## src/rtl/quickq_pq.sv

```systemverilog
// Sorted-array priority queue: insertion-scan enqueue, shift-down dequeue-min, single-cycle flush.
// One command in flight at a time; every accepted command ends with a one-cycle response pulse.
module quickq_pq #(
  parameter int unsigned KEY_W = 32,
  parameter int unsigned DEPTH = 16
) (
  input  logic                     clk,
  input  logic                     rst,
  input  logic                     cmd_valid,
  input  logic [1:0]               cmd_op,
  input  logic [KEY_W-1:0]         cmd_key,
  output logic                     cmd_ready,
  output logic                     rsp_valid,
  output logic [KEY_W-1:0]         rsp_key,
  output logic                     rsp_err,
  output logic [KEY_W-1:0]         head_key,
  output logic [$clog2(DEPTH):0]   count,
  output logic                     full,
  output logic                     empty
);

  localparam int unsigned CW = $clog2(DEPTH) + 1;
  localparam int unsigned AW = $clog2(DEPTH);
  localparam logic [KEY_W-1:0] EMPTY_KEY = '1;

  typedef enum logic [1:0] {StIdle, StEnqScan, StDeqShift, StResp} state_e;

  state_e            state_q, state_d;
  logic [KEY_W-1:0]  mem_q [DEPTH];
  logic [KEY_W-1:0]  mem_d [DEPTH];
  logic [CW-1:0]     count_q, count_d;
  logic [AW-1:0]     idx_q, idx_d;
  logic [KEY_W-1:0]  temp_q, temp_d;
  logic [KEY_W-1:0]  rsp_key_q, rsp_key_d;
  logic              rsp_err_q, rsp_err_d;
  logic [KEY_W-1:0]  head_q, head_d;
  logic              done;

  always_comb begin
    state_d   = state_q;
    mem_d     = mem_q;
    count_d   = count_q;
    idx_d     = idx_q;
    temp_d    = temp_q;
    rsp_key_d = rsp_key_q;
    rsp_err_d = rsp_err_q;
    head_d    = head_q;
    done      = 1'b0;

    unique case (state_q)
      StIdle: begin
        if (cmd_valid) begin
          rsp_key_d = EMPTY_KEY;
          rsp_err_d = 1'b0;
          state_d   = StResp;
          unique case (cmd_op)
            2'b00: begin
              if (full) begin
                rsp_err_d = 1'b1;
              end else begin
                temp_d  = cmd_key;
                idx_d   = '0;
                state_d = StEnqScan;
              end
            end
            2'b01: begin
              if (empty) begin
                rsp_err_d = 1'b1;
              end else begin
                rsp_key_d = mem_q[0];
                idx_d     = '0;
                state_d   = StDeqShift;
              end
            end
            2'b10: begin
              for (int i = 0; i < DEPTH; i++) mem_d[i] = EMPTY_KEY;
              count_d = '0;
              done    = 1'b1;
            end
            default: rsp_err_d = 1'b1;
          endcase
        end
      end

      StEnqScan: begin
        if ({1'b0, idx_q} == count_q) begin
          mem_d[idx_q] = temp_q;
          count_d      = count_q + CW'(1);
          state_d      = StResp;
          done         = 1'b1;
        end else begin
          // Strict compare keeps equal keys in arrival order.
          if (temp_q < mem_q[idx_q]) begin
            mem_d[idx_q] = temp_q;
            temp_d       = mem_q[idx_q];
          end
          idx_d = idx_q + AW'(1);
        end
      end

      StDeqShift: begin
        if ({1'b0, idx_q} == count_q - CW'(1)) begin
          mem_d[idx_q] = EMPTY_KEY;
          count_d      = count_q - CW'(1);
          state_d      = StResp;
          done         = 1'b1;
        end else begin
          mem_d[idx_q] = mem_q[idx_q + AW'(1)];
          idx_d        = idx_q + AW'(1);
        end
      end

      StResp: state_d = StIdle;

      default: state_d = StIdle;
    endcase

    // head_key is held separately so it only moves on the completing edge,
    // not while the scan or shift is rewriting mem[0].
    if (done) head_d = mem_d[0];
  end

  always_ff @(posedge clk) begin
    if (rst) begin
      state_q   <= StIdle;
      for (int i = 0; i < DEPTH; i++) mem_q[i] <= EMPTY_KEY;
      count_q   <= '0;
      idx_q     <= '0;
      temp_q    <= '0;
      rsp_key_q <= EMPTY_KEY;
      rsp_err_q <= 1'b0;
      head_q    <= EMPTY_KEY;
    end else begin
      state_q   <= state_d;
      mem_q     <= mem_d;
      count_q   <= count_d;
      idx_q     <= idx_d;
      temp_q    <= temp_d;
      rsp_key_q <= rsp_key_d;
      rsp_err_q <= rsp_err_d;
      head_q    <= head_d;
    end
  end

  assign cmd_ready = (state_q == StIdle) && !rst;
  assign rsp_valid = (state_q == StResp);
  assign rsp_key   = rsp_valid ? rsp_key_q : EMPTY_KEY;
  assign rsp_err   = rsp_valid & rsp_err_q;
  assign head_key  = head_q;
  assign count     = count_q;
  assign full      = (count_q == CW'(DEPTH));
  assign empty     = (count_q == '0);

endmodule
```

## config.mk

```make
export PLATFORM = sky130hd
export DESIGN_NAME = quickq_pq
export DESIGN_NICKNAME = d
export VERILOG_FILES = /design/src/rtl/quickq_pq.sv
export SDC_FILE = /design/constraint.sdc
export NUM_CORES = 2
export LEC_CHECK = 0
export BUFFER_PORTS_ARGS = -buffer_cell sky130_fd_sc_hd__buf_4
export CORE_MARGIN = 5
export CORE_UTILIZATION = 52
export CTS_BUF_LIST = sky130_fd_sc_hd__clkbuf_4
export DETAILED_ROUTE_END_ITERATION = 8
export GPL_TIMING_DRIVEN = 0
export PLACE_DENSITY = 0.71
export SYNTH_ARGS = -nofsm -noshare
export SYNTH_HDL_FRONTEND = slang
export SYNTH_SLANG_ARGS = --single-unit
```

## constraint.sdc

```tcl
create_clock -name clk -period 4.73 [get_ports clk]
set_input_delay 0.7095 -clock clk [delete_from_list [all_inputs] [get_ports clk]]
set_output_delay 0.7095 -clock clk [all_outputs]
set_load 0.02 [all_outputs]
```

==> flow_summary.json <==
{
  "seq_power_share": 0.208,
  "end_kind": "flop",
  "vias_per_cell": 7.63,
  "p_total_uw": 54500,
  "fmaxAchievable_mhz": 190,
  "ys_ff_latch": 620,
  "final_common_cell": "dfxtp_1",
  "crit_arrival_ps": 6380,
  "htree_levels": 4,
  "async_flop_share": 0,
  "drt_iter0_drc": 9238,
  "netSwitchingFraction": 0.520,
  "drc_errors": 0,
  "worst-path-buf-inv": 8,
  "clock_path_buffers": 3,
  "grt_pass1_wl_um": 331000,
  "drv_cap": 1,
  "post_dp_cell_area_sq_um": 49000,
  "slowest_stage": "dfxtp_1",
  "finalCritPeriodShare": 1.11,
  "crit_required_ps": 5840,
  "ys_warn_count": 0,
  "p_comb_frac": 0.691,
  "hp-class": "in -> reg",
  "period_needed_ps": 5270,
  "relSlewSlack": -0.0195,
  "maxSlewViolCount": 11,
  "worstPathCellList": "clkbuf_2 > buf_2 > clkbuf_4 > mux4_2 > inv_2 > ha_4 > nand4_1 > nor4_4 > and4_1 > a211oi_4 > buf_6 > a221oi_4 > buf_12 > buf_12 > clkbuf_8 > o221ai_1 > a221o_1",
  "cts_tree": "yes",
  "grt_max_degree": 19,
  "ys.flop_type": "dfxtp_1",
  "grt_pass1_vias": 47900,
  "worst_slew_pin_slew_ps": 1530,
  "syn_nets": 5105,
  "fp-row-count": 110,
  "hp-start": "cmd_key[31]",
  "grt_antenna_before_repair": 13,
  "clk_latency_ps": 1280,
  "area_growth_syn_to_layout_pct": 17.3,
  "finClkSkew_ps": 94.4,
  "critical_path.max_fanout": 10,
  "violations": "capacitance limit, slew limit, setup timing",
  "finalSetupViolCount": 576,
  "hpwl_um": 184000,
  "syn-instance-count": 5024,
  "vdd_drop_max_uv": 853,
  "core_area_sq_um": 89600,
  "seq_area_frac_synth": 0.266,
  "cpPeakStageDelay_ps": 570,
  "rsz0062_at_grt": "yes",
  "numPortBuffers": 110,
  "crit_start": "idx_q[3]",
  "critPathMostFrequentCell": "buf_12",
  "timing.rr.start": "idx_q[3]",
  "design_area_sq_um": 54800,
  "wl_per_cell_um": 35.8,
  "intPower_uw": 26200,
  "vias": 51300,
  "grt-ovfl-total": 0,
  "power_density_nw_per_um2": 994,
  "nNetsFinal": 5489,
  "p_leak_uw": 0.0212,
  "outcome": "complete, but fails checks",
  "wirelength_um": 240000,
  "clkSinkCount": 620,
  "drt_first_pass_iters": 9,
  "critPathLaunchType": "flop",
  "cts_buffers": 184,
  "finalWorstSetupSlack_ps": -536,
  "cp_top_family": "buffers and inverters",
  "drive_gt1_frac": 0.216,
  "die_w_um": 310,
  "clock-root-buffer": "clkbuf_4",
  "grt_usage": 0.472,
  "clk_pin_slew_ps": 70,
  "synth_edf_count": 0,
  "drtAntennaViolNets": 0,
  "die_area_sq_um": 95900,
  "switchingPower_uw": 28300,
  "path_class": "reg -> reg",
  "fp.dieH_um": 310,
  "finish.utilization": 0.612,
  "syn_area_sq_um": 46700,
  "synth_area_per_cell_sq_um": 9.30,
  "mostFrequentLayoutCells": "dfxtp_1 (618), o21ai_0 (519), mux2i_1 (515), nor2_1 (502), a221o_1 (481)",
  "synth_cell_types": 63,
  "io_pins": 111,
  "hold_viol": 0,
  "clkPwrFrac": 0.101,
  "initial_utilization": 0.521,
  "routabilityCongestion": 1.04
}
[repair_timing]
action,CTS,global route
setup buffers,17,23
cloned,8,11
setup endpoints to repair,577,576
hold endpoints to repair,32,0
hold buffers,33,0
gates resized for setup,488,139
pin swaps,98,82
[routing by layer]
metal	wire, um	GRT usage
met5	31	0
met4	20600	0.317
met3	35900	0.180
met2	101000	0.704
met1	82900	0.568
[Yosys cell counts (5+ instances only)]
cell type | number | area, sq um
a211oi_1 | 39 | 293
a21o_1 | 33 | 248
a21oi_1 | 56 | 280
a221o_1 | 481 | 4810
a2bb2oi_1 | 32 | 280
a31oi_1 | 64 | 400
and2_1 | 46 | 288
and3_1 | 6 | 37.5
buf_1 | 61 | 229
buf_2 | 104 | 521
buf_4 | 7 | 52.6
buf_6 | 25 | 282
clkbuf_1 | 537 | 2020
dfxtp_1 | 620 | 12400
ha_1 | 44 | 551
inv_1 | 47 | 176
mux2_2 | 32 | 360
mux2i_1 | 515 | 5150
mux4_2 | 316 | 7120
nand2_1 | 161 | 604
nand2b_1 | 66 | 413
nand3_1 | 47 | 235
nand4_1 | 9 | 56.3
nor2_1 | 502 | 1880
nor2b_1 | 7 | 43.8
nor3_1 | 66 | 330
o211ai_1 | 33 | 248
o21ai_0 | 521 | 2610
o221ai_1 | 482 | 4220
xnor2_1 | 5 | 43.8
xor2_1 | 6 | 52.6
[final timing paths]
check / endpoint / slack, ps / depth (start not counted)
hold reg to reg: rsp_key_q[19] / 460 / 2
setup / recovery: mem_q[355] / -540 / 17
setup reg to reg: mem_q[355] / -540 / 17
hold / removal: temp_q[31] / 20 / 3
[cell type report]
cell class                 count  area [sq um]
antenna                       17          42.5
fill                        7782         34800
buffer                       730          4610
timing repair buffer         202          1960
clock inverter                38           289
clock buffer                 265          1990
inverter                      47           180
multi-input combinational   3623         31800
tap                         1176          1470
sequential                   620         12400
[state kept, by name, indices dropped and copies added, names as in the netlist]
| register | cells |
|---|---|
| mem_q | 512 |
| rsp_key_q | 32 |
| idx_q | 4 |
| head_key | 32 |
| count | 5 |
| rsp_err_q | 1 |
| temp_q | 32 |
| state_q | 2 |
[cells by family (layout without fill, tap and decap cells)]
logic type      after synthesis  count (layout)  synth area share
compound gates             1773            1773             0.293
simple gates                928             928            0.0862
mux                         867             867             0.271
buf+inv                     781            1282            0.0701
flops                       620             620             0.266
fa+ha+maj                    44              44            0.0118
xor+xnor                     11              11           0.00206
other cells                   0              17                 0
[power by group through the flow]
stage / combinational, uW / sequential [uW] / clock, uW
finish: 37600 / 11300 / 5510
global route: 38300 / 11400 / 5740
CTS: 34200 / 10900 / 5440
detailed placement: 30600 / 11000 / 0
global placement: 30200 / 10800 / 0
floorplan: 20500 / 9560 / 0
[tightest hold or removal path, stage by stage]
cell and delay, ps:
buf_4 120, mux2i_1 250, a211oi_1 140
[stage by stage]
| stage | setup WS (ps) | cells | setup TNS, ps | hold slack [ps] |
|---|---|---|---|---|
| finish | -536 | 6718 | -225670 | 19.9 |
| global route | -463 | 6712 | -206270 | 37.9 |
| CTS | -366 | 6668 | -164640 | 16.3 |
| detailed placement | -4090 | 6310 | -2049310 | 448 |
| global placement | -4130 | 6310 | -2061970 | 440 |
| floorplan | 23.1 | 5024 | 0 | 430 |
Note: power is estimated with default switching activity, not from simulation.
